===== src/rtl/caf_pkg.sv =====
// Shared constants and FSM encoding for the CAF peak selector.
// Optional feature macro used by this block: CAF_PEAK_SECOND_EN.
package caf_pkg;

  localparam int OUT_MAX_BITS_DEF        = 64;
  localparam int LENGTH_COUNTER_BITS_DEF = 3;
  localparam int FOAS_DEF                = 3;
  localparam int FOAS_COUNTER_BITS_DEF   = 3;

  typedef enum logic {
    ACCUM  = 1'b0,
    OUTPUT = 1'b1
  } caf_state_e;

endpackage


===== src/rtl/caf_peak_cmp.sv =====
// Running-max compare/replace datapath: strict greater-than replaces, ties keep the earliest beat.
// With CAF_PEAK_SECOND_EN defined it also tracks the second-largest magnitude.
module caf_peak_cmp
  import caf_pkg::*;
#(
  parameter int out_max_bits        = OUT_MAX_BITS_DEF,
  parameter int length_counter_bits = LENGTH_COUNTER_BITS_DEF,
  parameter int foas_counter_bits   = FOAS_COUNTER_BITS_DEF
) (
  input  logic                           first,
  input  logic [out_max_bits-1:0]        beat_max,
  input  logic [length_counter_bits-1:0] beat_index,
  input  logic [foas_counter_bits-1:0]   beat_freq,
  input  logic [out_max_bits-1:0]        cur_max,
  input  logic [length_counter_bits-1:0] cur_index,
  input  logic [foas_counter_bits-1:0]   cur_freq,
`ifdef CAF_PEAK_SECOND_EN
  input  logic [out_max_bits-1:0]        cur_second,
  output logic [out_max_bits-1:0]        next_second,
`endif
  output logic [out_max_bits-1:0]        next_max,
  output logic [length_counter_bits-1:0] next_index,
  output logic [foas_counter_bits-1:0]   next_freq
);

  logic take;

  // NOTE: every always_comb output gets a value on every path (here by
  // unconditional assignment) so no latch can be inferred.
  always_comb begin
    take       = first || (beat_max > cur_max);
    next_max   = take ? beat_max   : cur_max;
    next_index = take ? beat_index : cur_index;
    next_freq  = take ? beat_freq  : cur_freq;
  end

`ifdef CAF_PEAK_SECOND_EN
  // A new maximum demotes the old one; otherwise the beat may still beat the runner-up.
  always_comb begin
    next_second = cur_second;
    if (first)
      next_second = '0;
    else if (beat_max > cur_max)
      next_second = cur_max;
    else if (beat_max > cur_second)
      next_second = beat_max;
  end
`endif

endmodule


===== src/rtl/caf_peak_select.sv =====
// Frame-level peak selector: accumulates foas slice beats, then presents the frame peak.
// Defining CAF_PEAK_SECOND_EN adds the second_max output.
module caf_peak_select
  import caf_pkg::*;
#(
  parameter int out_max_bits        = OUT_MAX_BITS_DEF,
  parameter int length_counter_bits = LENGTH_COUNTER_BITS_DEF,
  parameter int foas                = FOAS_DEF,
  parameter int foas_counter_bits   = FOAS_COUNTER_BITS_DEF
) (
  input  logic                           clk,
  input  logic                           rst,
  input  logic                           in_tvalid,
  output logic                           in_tready,
  input  logic [out_max_bits-1:0]        in_out_max,
  input  logic [length_counter_bits-1:0] in_index,
  input  logic [foas_counter_bits-1:0]   in_freq_index,
  output logic                           m_tvalid,
  input  logic                           m_tready,
  output logic [out_max_bits-1:0]        peak_max,
  output logic [length_counter_bits-1:0] peak_index,
  output logic [foas_counter_bits-1:0]   peak_freq_index,
`ifdef CAF_PEAK_SECOND_EN
  output logic [out_max_bits-1:0]        second_max,
`endif
  output logic                           seq_error
);

  localparam logic [foas_counter_bits-1:0] LAST_BEAT = foas_counter_bits'(foas - 1);

  caf_state_e                     state, state_next;
  logic [foas_counter_bits-1:0]   beat_cnt;
  logic                           beat_fire, result_fire, last_beat;
  logic [out_max_bits-1:0]        next_max;
  logic [length_counter_bits-1:0] next_index;
  logic [foas_counter_bits-1:0]   next_freq;
`ifdef CAF_PEAK_SECOND_EN
  logic [out_max_bits-1:0]        next_second;
`endif

  assign last_beat   = (beat_cnt == LAST_BEAT);
  assign beat_fire   = in_tvalid && in_tready;
  assign result_fire = m_tvalid && m_tready;

  // NOTE: reset here is synchronous, so rst is just the highest-priority
  // branch inside the clocked block, never in the sensitivity list.
  always_ff @(posedge clk) begin
    if (rst) state <= ACCUM;
    else     state <= state_next;
  end

  always_comb begin
    state_next = state;
    in_tready  = 1'b0;
    m_tvalid   = 1'b0;
    case (state)
      ACCUM: begin
        in_tready = 1'b1;
        if (in_tvalid && last_beat) state_next = OUTPUT;
      end
      OUTPUT: begin
        m_tvalid = 1'b1;
        if (m_tready) state_next = ACCUM;
      end
      default: state_next = ACCUM;
    endcase
  end

  always_ff @(posedge clk) begin
    if (rst)              beat_cnt <= '0;
    else if (result_fire) beat_cnt <= '0;
    else if (beat_fire)   beat_cnt <= last_beat ? '0 : beat_cnt + 1'b1;
  end

  caf_peak_cmp #(
    .out_max_bits        (out_max_bits),
    .length_counter_bits (length_counter_bits),
    .foas_counter_bits   (foas_counter_bits)
  ) u_cmp (
    .first      (beat_cnt == '0),
    .beat_max   (in_out_max),
    .beat_index (in_index),
    .beat_freq  (in_freq_index),
    .cur_max    (peak_max),
    .cur_index  (peak_index),
    .cur_freq   (peak_freq_index),
`ifdef CAF_PEAK_SECOND_EN
    .cur_second (second_max),
    .next_second(next_second),
`endif
    .next_max   (next_max),
    .next_index (next_index),
    .next_freq  (next_freq)
  );

  // Running registers double as the result: after the last beat they hold the frame peak.
  always_ff @(posedge clk) begin
    if (rst) begin
      peak_max        <= '0;
      peak_index      <= '0;
      peak_freq_index <= '0;
    end else if (beat_fire) begin
      peak_max        <= next_max;
      peak_index      <= next_index;
      peak_freq_index <= next_freq;
    end
  end

`ifdef CAF_PEAK_SECOND_EN
  always_ff @(posedge clk) begin
    if (rst)            second_max <= '0;
    else if (beat_fire) second_max <= next_second;
  end
`endif

  always_ff @(posedge clk) begin
    if (rst)                                          seq_error <= 1'b0;
    else if (beat_fire && (in_freq_index != beat_cnt)) seq_error <= 1'b1;
  end

endmodule

===== config.mk =====
export PLATFORM = sky130hd
export DESIGN_NAME = caf_peak_select
export DESIGN_NICKNAME = d
export VERILOG_FILES = /design/src/rtl/caf_pkg.sv /design/src/rtl/caf_peak_cmp.sv /design/src/rtl/caf_peak_select.sv
export SDC_FILE = /design/constraint.sdc
export NUM_CORES = 1
export LEC_CHECK = 0
export ABC_AREA = 1
export CAP_MARGIN = 20
export CORE_ASPECT_RATIO = 1.2
export CORE_UTILIZATION = 49
export DETAILED_ROUTE_END_ITERATION = 7
export PLACE_DENSITY = 0.92
export SYNTH_ARGS = -nofsm -noshare
export SYNTH_HDL_FRONTEND = slang
export SYNTH_SLANG_ARGS = --single-unit

===== constraint.sdc =====
create_clock -name clk -period 2.25 [get_ports clk]
set_clock_uncertainty 0.1 [all_clocks]
set_input_delay 0.225 -clock clk [delete_from_list [all_inputs] [get_ports clk]]
set_output_delay 0.225 -clock clk [all_outputs]
set_load 0.01 [all_outputs]

==> flow_summary.yaml <==
floorplanning:
  dieArea_um2: 10900
  die_w_um: 95.5
  io_pins: 147
  initial_core_util_pct: 50.8
  row_count: 40
  core_um2: 10100
  die_h_um: 114
sta:
  rsz0062_at_grt: "yes"
  fmax_mhz: 423
  setup_viol: 70
  tightest_slew_ns: 0.505
  finalHoldViolations: 0
  slew_headroom_pct: 66.4
  fin_ws_ns: -0.113
  period_needed_ns: 2.36
  post-route-period-util_pct: 105
  tns_ns: -3.63
  drv_slew: 0
route:
  dr.pass1.iters: 5
  drc_errors: 0
  via_per_inst: 5.30
  met1_length_um: 6360
  wl_met2_um: 8470
  drtIter0Drc: 275
  highest_layer: "met4"
  wl_um: 16600
  antenna_left: 0
  met3_length_um: 1270
  num_vias: 5762
  avgRoutedWirePerCell_um: 15.3
cts:
  holdBufCountCts: 0
  root_buffer: "clkbuf_16"
  clkLatencyLatePin_ns: 0.34
  cts_tree: "yes"
  cts_buffers: 9
  clkTransAtPathRegs_ns: 0.06
  clockBufferDepth: 2
  clkSinkCount: 75
  h-tree-depth: 3
global_route:
  grt-ovfl-total: 0
  track_usage_pct: 25.7
  grt_max_degree: 70
  grt_pass1_vias: 4966
  antenna_found_initial: 0
  grt_pass1_wl_um: 22100
yosys:
  synth-edff-count: 0
  ys_seq_area_share_pct: 29.2
  ys.flop_type: "dfxtp_1"
  ys_ff_latch: 75
  ys_async_sr_fraction_pct: 0
  synth_cell_type_count: 27
  syn_avg_cell_area_um2: 6.69
  yosysWarningCount: 0
  syn-cell-area_um2: 5140
  synthCells: 768
  syn_nets: 906
worst_hold_path:
  hold_path.class: "in -> reg"
place:
  portBuffers: 146
  hpwl_um: 9590
  routabilityCongestion: 0.870
  pre_cts_ws_ns: -0.422
run:
  cap_violations: 0
finish:
  drive_gt1_share_pct: 25.8
  fillerInstances: 630
  antenna-diode-count: 0
  postLayoutCoreUtil_pct: 80.4
  area_growth_pct: 58.1
  fin_nets: 1095
pwr:
  leakagePower_nw: 3.82
  ir_drop_mv: 0.467
  powerDensity_nw_per_um2: 612
critical_path:
  critPathCaptureType: "register"
  crit_arrival_ns: 2.49
  start_kind: "input port"
  required_ns: 2.38
  worst-path-max-fanout: 33
  worstSetupPathType: "in -> reg"
status:
  status: "finished with violations"
  failed_checks: "setup timing"
==> registers in the layout, summed over array words and instances (netlist names) <==
signal           flops
peak_max            64
beat_cnt             3
peak_freq_index      3
peak_index           3
seq_error            1
state                1
==> area by class of cell <==
class / instances / area [um^2] / share of cell area [%]
flip-flops and latches: 75 / 1550 / 19.1
multi-input cells: 503 / 3440 / 42.4
inverters: 154 / 581 / 7.14
clock inverters: 2 / 10.0 / 0.123
repair buffers: 214 / 2120 / 26.0
clock buffers: 13 / 270 / 3.33
well taps: 126 / 158 / 1.94
==> cell families after synthesis <==
group / Yosys count / synth area share (%)
compound gates: 117 / 11.8
simple gates: 321 / 27.8
fa+ha+maj: 64 / 15.6
buf+inv: 191 / 15.6
flops: 75 / 29.2
==> cell usage in the layout (no fill, tap or decap), types with 39 or more instances in the layout <==
master	n
nor2_1	84
dfxtp_1	39
ha_1	42
inv_1	141
nand2_1	122
nand3_1	50
buf_4	58
clkdlybuf4s50_1	137
a21oi_1	63
==> per-stage QoR <==
step / std cells / hold WS (ns) / power (mW) / instance area (um^2)
after floorplan: 768 / 0.194 / 2.48 / 5140
after global placement: 1054 / 0.336 / 3.14 / 6990
after detailed placement: 1054 / 0.342 / 3.18 / 6990
after CTS: 1077 / 0.307 / 4.67 / 7550
after global routing: 1087 / 0.262 / 5.26 / 8130
final: 1087 / 0.223 / 4.97 / 8130
==> power by group <==
group | internal, mW | switching (mW)
logic | 0.999 | 1.00
registers | 1.49 | 0.108
clock network | 0.827 | 0.546
total | 3.32 | 1.66
==> critical path: stages <==
cell,delay [ns]
clkdlybuf4s50_1,0.50
ha_4,0.33
nand4_1,0.18
buf_4,0.21
a21oi_2,0.12
nor2_1,0.07
nand2_1,0.07
a21oi_1,0.04
nand2_2,0.09
nand2_4,0.08
nand2_8,0.11
buf_12,0.20
nand3_1,0.13
nand2_1,0.09
nor2_1,0.04
==> layer usage <==
metal | track usage [%] | vias to the layer above
met5 | 0 | -
met2 | 45.8 | 251
met4 | 10.6 | 0
li1 | - | 2805
met3 | 5.78 | 51
met1 | 28.9 | 2655
==> synthesized netlist by cell type (3+ instances only) <==
cell type	count	area, um^2
nand3_2	19	190
inv_1	152	571
nor2_1	92	345
a21oi_1	101	505
nor3_1	3	15.0
buf_1	7	26.3
nand3_1	59	295
clkbuf_1	14	52.6
ha_1	64	801
o21ai_0	8	40.0
buf_6	8	90.1
dfxtp_1	75	1500
buf_2	5	25.0
nand2_1	137	514
nand4_1	6	37.5
o21a_1	3	22.5
==> repair_timing <==
item	CTS	global route
setup buffers	6	9
setup endpoints to repair	70	70
pin swaps	3	20
gates cloned	2	3
resized for setup	53	114
==> worst paths after layout <==
kind	depth (start not counted)	end	slack (ns)	from
setup / recovery	15	peak_freq_index[2]$_SDFFE_PP0P_	-0.11	in_out_max[63]
hold / removal	5	peak_max[11]$_SDFFE_PP0P_	0.22	in_out_max[11]
setup reg to reg	12	peak_max[56]$_SDFFE_PP0P_	-0.11	peak_max[52]$_SDFFE_PP0P_
hold reg to reg	2	seq_error$_SDFFE_PP0P_	0.35	seq_error$_SDFFE_PP0P_
(Power assumes the default switching activity.)
